**src/rtl/peak_capture_writer_pkg.sv**
```systemverilog
// Shared types for the peak-detect capture writer: FSM state encoding and
// default capture depth.
package peak_capture_writer_pkg;

  typedef enum logic [2:0] {
    IDLE,
    PRE,
    WAIT_TRIG,
    POST,
    DONE
  } cap_state_t;

  localparam int unsigned DEFAULT_ADDR_W = 12;
  localparam int unsigned DEPTH          = 1 << DEFAULT_ADDR_W;

endpackage

```
**src/rtl/peak_capture_ctrl.sv**
```systemverilog
// Capture sequencer: pre/post-trigger FSM with its pair counters and the
// latched capture lengths. Produces the per-cycle write and trigger strobes.
module peak_capture_ctrl
  import peak_capture_writer_pkg::*;
#(
  parameter int unsigned ADDR_W = 12
) (
  input  logic              clk,
  input  logic              rst,
  input  logic              arm,
  input  logic              trig,
  input  logic              clken_in,
  input  logic [ADDR_W-1:0] pre_len,
  input  logic [ADDR_W-1:0] post_len,
  output logic              wr_req,
  output logic              trig_hit,
  output logic              busy,
  output logic              done,
  output logic [ADDR_W-1:0] pre_len_q
);

  cap_state_t        state, state_nxt;
  logic [ADDR_W-1:0] post_len_q;
  logic [ADDR_W-1:0] pre_cnt, pre_cnt_nxt;
  logic [ADDR_W-1:0] post_cnt;

  // busy/done are registered from the next state so they track state exactly
  always_ff @(posedge clk) begin
    if (rst) begin
      state <= IDLE;
      busy  <= 1'b0;
      done  <= 1'b0;
    end else begin
      state <= state_nxt;
      busy  <= (state_nxt == PRE) || (state_nxt == WAIT_TRIG) || (state_nxt == POST);
      done  <= (state_nxt == DONE);
    end
  end

  always_comb begin
    state_nxt = state;
    if (arm) begin
      state_nxt = PRE;
    end else begin
      unique case (state)
        IDLE:      state_nxt = IDLE;
        PRE:       if (pre_cnt_nxt == pre_len_q) state_nxt = WAIT_TRIG;
        WAIT_TRIG: if (trig) state_nxt = (post_len_q == '0) ? DONE : POST;
        POST:      if (post_cnt == post_len_q) state_nxt = DONE;
        DONE:      state_nxt = DONE;
        default:   state_nxt = IDLE;
      endcase
    end
  end

  always_comb begin
    wr_req   = 1'b0;
    trig_hit = 1'b0;
    if (!arm) begin
      unique case (state)
        PRE:       wr_req = clken_in;
        WAIT_TRIG: begin
          trig_hit = trig;
          wr_req   = clken_in && (!trig || (post_len_q != '0));
        end
        POST:      wr_req = clken_in && (post_cnt != post_len_q);
        default:   wr_req = 1'b0;
      endcase
    end
  end

  always_comb begin
    pre_cnt_nxt = pre_cnt;
    if ((state == PRE) && wr_req && (pre_cnt != pre_len_q))
      pre_cnt_nxt = pre_cnt + 1'b1;
  end

  always_ff @(posedge clk) begin
    if (rst || arm) begin
      pre_cnt  <= '0;
      post_cnt <= '0;
    end else begin
      pre_cnt <= pre_cnt_nxt;
      if (trig_hit)
        post_cnt <= ADDR_W'(wr_req);
      else if ((state == POST) && wr_req)
        post_cnt <= post_cnt + 1'b1;
    end
  end

  always_ff @(posedge clk) begin
    if (rst) begin
      pre_len_q  <= '0;
      post_len_q <= '0;
    end else if (arm) begin
      pre_len_q  <= pre_len;
      post_len_q <= post_len;
    end
  end

endmodule

```
**src/rtl/peak_capture_writer.sv**
```systemverilog
// Writes decimated {max,min} pairs into a circular sample RAM under control of
// the pre/post-trigger sequencer; holds the write pointer and trigger markers.
module peak_capture_writer
  import peak_capture_writer_pkg::*;
#(
  parameter int unsigned ADDR_W = 12,
  parameter int unsigned DATA_W = 8
) (
  input  logic                clk,
  input  logic                rst,
  input  logic                arm,
  input  logic                trig,
  input  logic [ADDR_W-1:0]   pre_len,
  input  logic [ADDR_W-1:0]   post_len,
  input  logic [DATA_W-1:0]   din_min,
  input  logic [DATA_W-1:0]   din_max,
  input  logic                clken_in,
  output logic                wr_en,
  output logic [ADDR_W-1:0]   wr_addr,
  output logic [2*DATA_W-1:0] wr_data,
  output logic                busy,
  output logic                done,
  output logic [ADDR_W-1:0]   trig_addr,
  output logic [ADDR_W-1:0]   rd_start
);

  logic              wr_req;
  logic              trig_hit;
  logic [ADDR_W-1:0] pre_len_q;
  logic [ADDR_W-1:0] ptr;

  peak_capture_ctrl #(
    .ADDR_W (ADDR_W)
  ) u_ctrl (
    .clk       (clk),
    .rst       (rst),
    .arm       (arm),
    .trig      (trig),
    .clken_in  (clken_in),
    .pre_len   (pre_len),
    .post_len  (post_len),
    .wr_req    (wr_req),
    .trig_hit  (trig_hit),
    .busy      (busy),
    .done      (done),
    .pre_len_q (pre_len_q)
  );

  // Pointer wraps silently; older pre-trigger pairs are simply overwritten
  always_ff @(posedge clk) begin
    if (rst || arm)
      ptr <= '0;
    else if (wr_req)
      ptr <= ptr + 1'b1;
  end

  always_ff @(posedge clk) begin
    if (rst) begin
      wr_en   <= 1'b0;
      wr_addr <= '0;
      wr_data <= '0;
    end else begin
      wr_en <= wr_req;
      if (wr_req) begin
        wr_addr <= ptr;
        wr_data <= {din_max, din_min};
      end
    end
  end

  always_ff @(posedge clk) begin
    if (rst || arm) begin
      trig_addr <= '0;
      rd_start  <= '0;
    end else if (trig_hit) begin
      trig_addr <= ptr;
      rd_start  <= ptr - pre_len_q;
    end
  end

endmodule

```
**config.mk**
```make
export PLATFORM = sky130hd
export DESIGN_NAME = peak_capture_writer
export DESIGN_NICKNAME = d
export VERILOG_FILES = /design/src/rtl/peak_capture_writer_pkg.sv /design/src/rtl/peak_capture_ctrl.sv /design/src/rtl/peak_capture_writer.sv
export SDC_FILE = /design/constraint.sdc
export NUM_CORES = 1
export LEC_CHECK = 0
export BUFFER_PORTS_ARGS = -buffer_cell sky130_fd_sc_hd__buf_2
export CORE_MARGIN = 10
export CORE_UTILIZATION = 43
export CTS_BUF_LIST = sky130_fd_sc_hd__clkbuf_8
export DETAILED_ROUTE_END_ITERATION = 7
export GPL_TIMING_DRIVEN = 0
export PLACE_DENSITY_LB_ADDON = 0.15
export SLEW_MARGIN = 10
export SYNTH_ARGS = -nofsm -noshare
export SYNTH_HDL_FRONTEND = slang
export SYNTH_SLANG_ARGS = --single-unit
```
**constraint.sdc**
```tcl
create_clock -name clk -period 3 [get_ports clk]
set_clock_uncertainty 0.05 [all_clocks]
set_input_delay 0.15 -clock clk [delete_from_list [all_inputs] [get_ports clk]]
set_output_delay 0.15 -clock clk [all_outputs]
set_load 0.005 [all_outputs]
```
==> out/metrics.cfg, run 1 <==
[placed_design]
hpwlAfterDp_um = 12090
routabilityCongestion = 0.8933
placement.io_buffers = 99
dp_slack_ns = 0.1126

[hold_path]
holdCritStartpoint = rst
min-delay-path-class = in2reg
holdPathEnd = rd_start[9]
min_delay_path_depth = 4

[routing]
wire_per_inst_um = 16.33
detail_route.wirelength_um = 16640
ant_nets = 0
route.detailed.vias_per_inst = 5.193
remaining_drc_errors = 0
drt-pass1-iter-count = 5
first_iter_violations = 489
num_vias = 5292

[setup_path]
cp_max_fo = 8
crit_required_ns = 3.26
worst-r2r-cell-count = 9
worstReg2RegStart = u_ctrl.state[0]
worst_setup_path_end_kind = flop
reg2reg_to = u_ctrl.state[0]
critical_path_arrival_ns = 3.06
setup.reg_to_reg.worst_slack_ns = 0.21
timing_worst_setup_path_type = reg2reg
cp-start-kind = flop

[timing]
report.final.slew_viol_count = 0
final_min_period_over_clock_period = 0.9306
hold_viol_final = 0
final_critical_path_setup_slack_ns = 0.2081
period_minus_slack_ns = 2.792
hold-worst-slack_ns = 0.1592
achievable-frequency_ghz = 0.3582
worst_slew_pin_slew_ns = 0.7809
setup_repair_after_global_routing_missed_its_margin = false
timing.max_slew.rel_slack = 0.4794
setup_viol = 0
fin_setup_tns_ns = 0

[cts]
clock-sinks = 118
worst_setup_hold_path_clk_slew_ns = 0.07
clock_tree.htree_level_count = 4
cts_inserted_buffers = 17
number_of_buffers_between_clock_root_and_the_deepest_sink = 2
tritoncts_clock_tree = done
clock_insertion_delay_at_the_later_pin_of_the_skew_report_ns = 0.44
post-cts-setup-buffers = 0
ctsRootBufferMaster = sky130_fd_sc_hd__clkbuf_8

[layout]
fillCellCount = 1166
post_route_cells_drive_above_1_share = 0.1724
diodes = 0
area.growth.synth_to_final_pct = 26.78
nets = 895

[yosys]
seq_area_frac_synth = 0.4178
yosysMostFrequentCell = sky130_fd_sc_hd__dfxtp_1
synth-async-reset-ratio = 0
netlist_top_cells_area = sky130_fd_sc_hd__dfxtp_1, sky130_fd_sc_hd__nand2_1, sky130_fd_sc_hd__xor2_1, sky130_fd_sc_hd__a21oi_1, sky130_fd_sc_hd__nor2_1
syn-cell-area_um2 = 5654
synthDistinctLibCells = 64
synth.net_count = 736
synthFlopType = sky130_fd_sc_hd__dfxtp_1
synth.top_cells.by_count = sky130_fd_sc_hd__dfxtp_1, sky130_fd_sc_hd__nand2_1, sky130_fd_sc_hd__nor2_1, sky130_fd_sc_hd__a21oi_1, sky130_fd_sc_hd__xor2_1
avgSynthCellArea_um2 = 8.364
yosysTopAreaCellShare = 0.4178
synth_largest_area_cell = sky130_fd_sc_hd__dfxtp_1
syn_inst = 676
synth-warning-count = 0
ys_seq_elements = 118
synth_edf_count = 0

[outcome]
run_status = complete, no violations

[floorplanning]
die-area_um2 = 18140
num_rows = 41
die_y_um = 134.7
die_width_um = 134.7
initial_core_util = 0.4426
ios = 100
core_area_um2 = 12770

[power]
vdd.ir_drop.worst_uv = 248.2
power_per_cell_area_nw_per_um2 = 470.6
p_leak_nw = 2.963

[global_route]
grtUsageTotal = 0.1868
largest_net_degree_at_the_start_of_global_routing = 17
vias_in_the_first_global_route = 5412
wire_length_of_the_first_global_routing_pass_um = 27470
global_route.overflow_total = 0
antenna_violations_before_repair = 0

[flow_run]
max_cap_viol_count = 0

==> report_power, final <==
part           switching [mW]  internal [mW]  total, mW
Sequential             0.0309           1.60       1.63
Combinational           0.190          0.164      0.354
Clock                   0.640          0.752       1.39
==> per-layer routing <==
metal | part of all wire | vias up | GRT usage
met5 | 0 | - | 0
met4 | 0.014 | 0 | 0.05623
met3 | 0.066 | 15 | 0.06269
met2 | 0.48 | 139 | 0.3059
met1 | 0.44 | 2493 | 0.2266
li1 | - | 2645 | -
==> cell type report <==
| class | instances | area (um^2) | share of cell area |
|---|---|---|---|
| clock inverters | 9 | 77.57 | 0.01082 |
| clock buffers | 22 | 302.8 | 0.04224 |
| repair buffers | 140 | 905.9 | 0.1264 |
| flip-flops and latches | 118 | 2364 | 0.3297 |
| well taps | 172 | 215.2 | 0.03002 |
| multi-input cells | 501 | 3073 | 0.4287 |
| inverters | 19 | 71.32 | 0.009949 |
| plain buffers | 38 | 158.9 | 0.02217 |
==> state kept, by name, summed over array words and instances (netlist names) <==
signal,flops
ptr,12
rd_start,12
trig_addr,12
u_ctrl.busy,1
u_ctrl.done,1
u_ctrl.post_cnt,12
u_ctrl.post_len_q,12
u_ctrl.pre_cnt,12
u_ctrl.pre_len_q,12
u_ctrl.state,3
wr_addr,12
wr_data,16
wr_en,1
==> logic make-up (layout without fill, tap and decap cells) <==
group | count (synthesis) | count (layout) | synth area share
simple gates | 289 | 289 | 0.2397
flops | 118 | 118 | 0.4178
compound gates | 113 | 113 | 0.1277
xor+xnor | 58 | 58 | 0.09361
buf+inv | 57 | 228 | 0.04072
mux | 26 | 26 | 0.04603
fa+ha+maj | 15 | 15 | 0.03452
==> timing repair <==
item	4_1_cts	5_1_grt
gates resized for setup	0	5
hold buffers	41	0
setup endpoints to repair	0	3
endpoints found under the hold margin	41	0
==> per-stage QoR <==
stage                     power [mW]  std cells  area (um^2)  utilization
after floorplan                1.860        676         5654            -
after global placement         1.960        947         6365       0.4983
after detailed placement       1.968        947         6365       0.4983
after CTS                      3.394       1019         7156       0.5602
after global routing           3.521       1019         7168       0.5612
final                          3.374       1019         7168       0.5612
==> critical path: stages (launching register included) <==
cell                        delay [ns]
sky130_fd_sc_hd__dfxtp_1          0.39
sky130_fd_sc_hd__or3b_1           0.36
sky130_fd_sc_hd__clkbuf_1         0.24
sky130_fd_sc_hd__nor2_2           0.31
sky130_fd_sc_hd__o31ai_4          0.18
sky130_fd_sc_hd__nor3_2           0.33
sky130_fd_sc_hd__o311ai_2         0.14
sky130_fd_sc_hd__a2111oi_4        0.36
sky130_fd_sc_hd__a31o_1           0.23
sky130_fd_sc_hd__a21oi_2          0.06
==> cell usage in the layout (no fill, tap or decap), types with 17 or more instances in the layout <==
| cell type | count |
|---|---|
| sky130_fd_sc_hd__xnor2_1 | 18 |
| sky130_fd_sc_hd__nand2_1 | 112 |
| sky130_fd_sc_hd__dlygate4sd3_1 | 41 |
| sky130_fd_sc_hd__mux2i_1 | 26 |
| sky130_fd_sc_hd__dfxtp_1 | 117 |
| sky130_fd_sc_hd__buf_2 | 100 |
| sky130_fd_sc_hd__a21oi_1 | 62 |
| sky130_fd_sc_hd__clkbuf_1 | 32 |
| sky130_fd_sc_hd__nand4_1 | 17 |
| sky130_fd_sc_hd__nand3_1 | 17 |
| sky130_fd_sc_hd__inv_1 | 21 |
| sky130_fd_sc_hd__nor2_1 | 74 |
| sky130_fd_sc_hd__xor2_1 | 38 |
| sky130_fd_sc_hd__clkbuf_8 | 22 |
==> how the worst max path moves through the flow <==
stage                              startpoint               to  slack, ns
after floorplan             u_ctrl.pre_cnt[2]  u_ctrl.state[0]       0.45
after global placement    u_ctrl.pre_len_q[1]  u_ctrl.state[0]       0.16
after detailed placement               ptr[0]      rd_start[8]       0.11
after CTS                              ptr[0]      rd_start[8]       0.08
after global routing                   ptr[0]      rd_start[8]       0.04
final                         u_ctrl.state[0]  u_ctrl.state[0]       0.21
(Power assumes the default switching activity.)
==> run 2, diff against run 1 <==
ABC_AREA = 1   (was unset)
clock period = 2.52 ns   (was 3 ns; I/O delays follow)
==> run 2 against run 1 <==
- register-to-register slack about the same
- combinational power increased by 41%
- clock power increased by 48%
- routed wire length increased by 8.9%
- count of clock-buffer cells in the layout decreased by 5
- sequential power increased by 18%
- via count increased by 13%
- synthesized cell count increased by 28%
- cell count increased by 20%
- global-route usage decreased by 0.39 points
- highest routed layer unchanged
- critical path depth increased by 2
- setup slack got worse by 0.0069 ns
==> out/metrics.cfg, run 2 <==
[layout]
multiInputGateArea_um2 = 3193
largest_register_ffs = 16
final_design_area_no_fill_um2 = 7740
area.growth.synth_to_final_pct = 27.18
post_route_cells_drive_above_1_share = 0.1747
final_core_utilization = 0.5576
nets = 1089
ff_latch_area_um2 = 2362
mostFrequentLayoutCells = sky130_fd_sc_hd__nand2_1, sky130_fd_sc_hd__dfxtp_1, sky130_fd_sc_hd__buf_2
instances_no_fill = 1222
mostFrequentLayoutCell = sky130_fd_sc_hd__nand2_1
fillCellCount = 1382
register_ranked_first_by_flip_flop_count = wr_data
diodes = 0

[timing]
achievable-frequency_ghz = 0.4313
setup_viol = 0
final_critical_path_setup_slack_ns = 0.2012
period_minus_slack_ns = 2.319
setup_repair_after_global_routing_missed_its_margin = false
timing.max_slew.rel_slack = 0.5326
report.final.slew_viol_count = 0
worst_slew_pin_slew_ns = 0.7012
fin_setup_tns_ns = 0
hold-worst-slack_ns = 0.03582
hold_viol_final = 0
final_min_period_over_clock_period = 0.9202

[floorplanning]
core_area_um2 = 13880
num_rows = 43
die_width_um = 139.0
initial_core_util = 0.4384
die-area_um2 = 19310
ios = 100
die_y_um = 139.0

[routing]
ant_nets = 0
remaining_drc_errors = 0
drt-pass1-iter-count = 5
route.detailed.vias_per_inst = 4.894
wire_per_inst_um = 14.83
num_vias = 5981
first_iter_violations = 434
detail_route.wirelength_um = 18120

[cts]
tritoncts_clock_tree = done
clock-sinks = 118
clock_insertion_delay_at_the_later_pin_of_the_skew_report_ns = 0.45
post-cts-setup-buffers = 0
clock_tree.htree_level_count = 4
cts_inserted_buffers = 17
number_of_buffers_between_clock_root_and_the_deepest_sink = 2
ctsRootBufferMaster = sky130_fd_sc_hd__clkbuf_8
worst_setup_hold_path_clk_slew_ns = 0.07

[global_route]
met3_usage_grt = 0.04932
vias_in_the_first_global_route = 5569
wire_length_of_the_first_global_routing_pass_um = 29120
use_met1 = 0.2481
largest_net_degree_at_the_start_of_global_routing = 17
global_route.overflow_total = 0
grt_use_met2 = 0.2830
antenna_violations_before_repair = 0
routing_layer_with_the_top_usage_in_global_route = met2
grtUsageTotal = 0.1830

[yosys]
synth.top_cells.by_count = sky130_fd_sc_hd__nand2_1, sky130_fd_sc_hd__dfxtp_1, sky130_fd_sc_hd__a21oi_1, sky130_fd_sc_hd__inv_1, sky130_fd_sc_hd__nand3_1
synth.net_count = 927
ys_seq_elements = 118
synthFlopType = sky130_fd_sc_hd__dfxtp_1
synth_largest_area_cell = sky130_fd_sc_hd__dfxtp_1
netlist_top_cells_area = sky130_fd_sc_hd__dfxtp_1, sky130_fd_sc_hd__nand2_1, sky130_fd_sc_hd__a21oi_1, sky130_fd_sc_hd__nand3_1, sky130_fd_sc_hd__inv_1
yosysMostFrequentCell = sky130_fd_sc_hd__nand2_1
yosysTopAreaCellShare = 0.3882
seq_area_frac_synth = 0.3882
syn-cell-area_um2 = 6086
synth_edf_count = 0
synth-warning-count = 0
syn_inst = 867
synthDistinctLibCells = 43
avgSynthCellArea_um2 = 7.019
synth-async-reset-ratio = 0

[placed_design]
post-place-cells = 1145
placement.io_buffers = 98
dp_slack_ns = 0.06851
place_area_um2 = 6802
hpwlAfterDp_um = 13410
routabilityCongestion = 0.8971

[power]
vdd.ir_drop.worst_uv = 448.8
power_per_cell_area_nw_per_um2 = 580.5
report.power.total_mw = 4.493
p_leak_nw = 3.481

[setup_path]
cp_max_fo = 5
timing_worst_setup_path_type = reg2reg
worst_setup_path_end_kind = flop
critical_path_arrival_ns = 2.61
crit_required_ns = 2.81
cp-start-kind = flop

[flow_run]
max_cap_viol_count = 0

[hold_path]
min-delay-path-class = in2reg

[outcome]
run_status = complete, no violations

## run 2: changes by cell type after synthesis, sizes merged, moves of 26 or more
cell   before  now
a21oi      63  100
inv        19   93
mux2i      26    0
nand2     113  218
nand3      17   74
o21ai      13   62
## run 2: worst paths after layout
kind	from	end	slack (ns)	depth (start not counted)
hold / removal	arm	u_ctrl.post_len_q[9]	0.04	3
hold reg to reg	wr_data[9]	wr_data[9]	0.41	2
setup / recovery	ptr[0]	rd_start[8]	0.20	11
setup reg to reg	ptr[0]	rd_start[8]	0.20	11
## run 2: area by class of cell
cell class | instances | area share
Sequential cell | 118 | 0.3052
Tap cell | 180 | 0.02910
Clock buffer | 17 | 0.03023
Clock inverter | 15 | 0.03039
Timing Repair Buffer | 143 | 0.1216
Buffer | 38 | 0.02506
Inverter | 94 | 0.04591
Multi-Input combinational cell | 617 | 0.4125
## run 2: worst max-delay path, cell delays in order (launching register included)
cell	delay (ns)
sky130_fd_sc_hd__dfxtp_1	0.41
sky130_fd_sc_hd__inv_1	0.14
sky130_fd_sc_hd__ha_1	0.24
sky130_fd_sc_hd__fa_1	0.41
sky130_fd_sc_hd__inv_1	0.10
sky130_fd_sc_hd__a31oi_1	0.15
sky130_fd_sc_hd__o21ai_2	0.20
sky130_fd_sc_hd__a21oi_1	0.10
sky130_fd_sc_hd__o21ai_1	0.15
sky130_fd_sc_hd__xor2_1	0.07
sky130_fd_sc_hd__o21ai_0	0.15
sky130_fd_sc_hd__inv_1	0.05
## run 2: report_power, final
part | leakage [nW] | switching (mW) | internal (mW)
logic | 2.29 | 0.297 | 0.201
clock network | 0.232 | 0.796 | 1.27
registers | 0.958 | 0.0287 | 1.90
total | 3.48 | 1.12 | 3.37
## run 2: cell families (layout without fill, tap and decap cells)
family          after synthesis  in the layout  share of synthesized area
xor+xnor                     33             33                    0.04873
buf+inv                     132            307                    0.09025
compound gates              172            172                     0.1468
simple gates                397            397                     0.2940
fa+ha+maj                    15             15                    0.03207
flops                       118            118                     0.3882
## run 2: repair_timing
item | 4_1_cts | 5_1_grt
hold buffers | 45 | 0
setup endpoints to repair | 0 | 4
resized for setup | 0 | 7
hold endpoints to repair | 40 | 0
## run 2: routing by layer
| metal | vias to the layer above | routed length (um) |
|---|---|---|
| met3 | 10 | 937 |
| met4 | 0 | 101 |
| met2 | 149 | 8139 |
| met5 | - | 0 |
| li1 | 3163 | - |
| met1 | 2659 | 8945 |
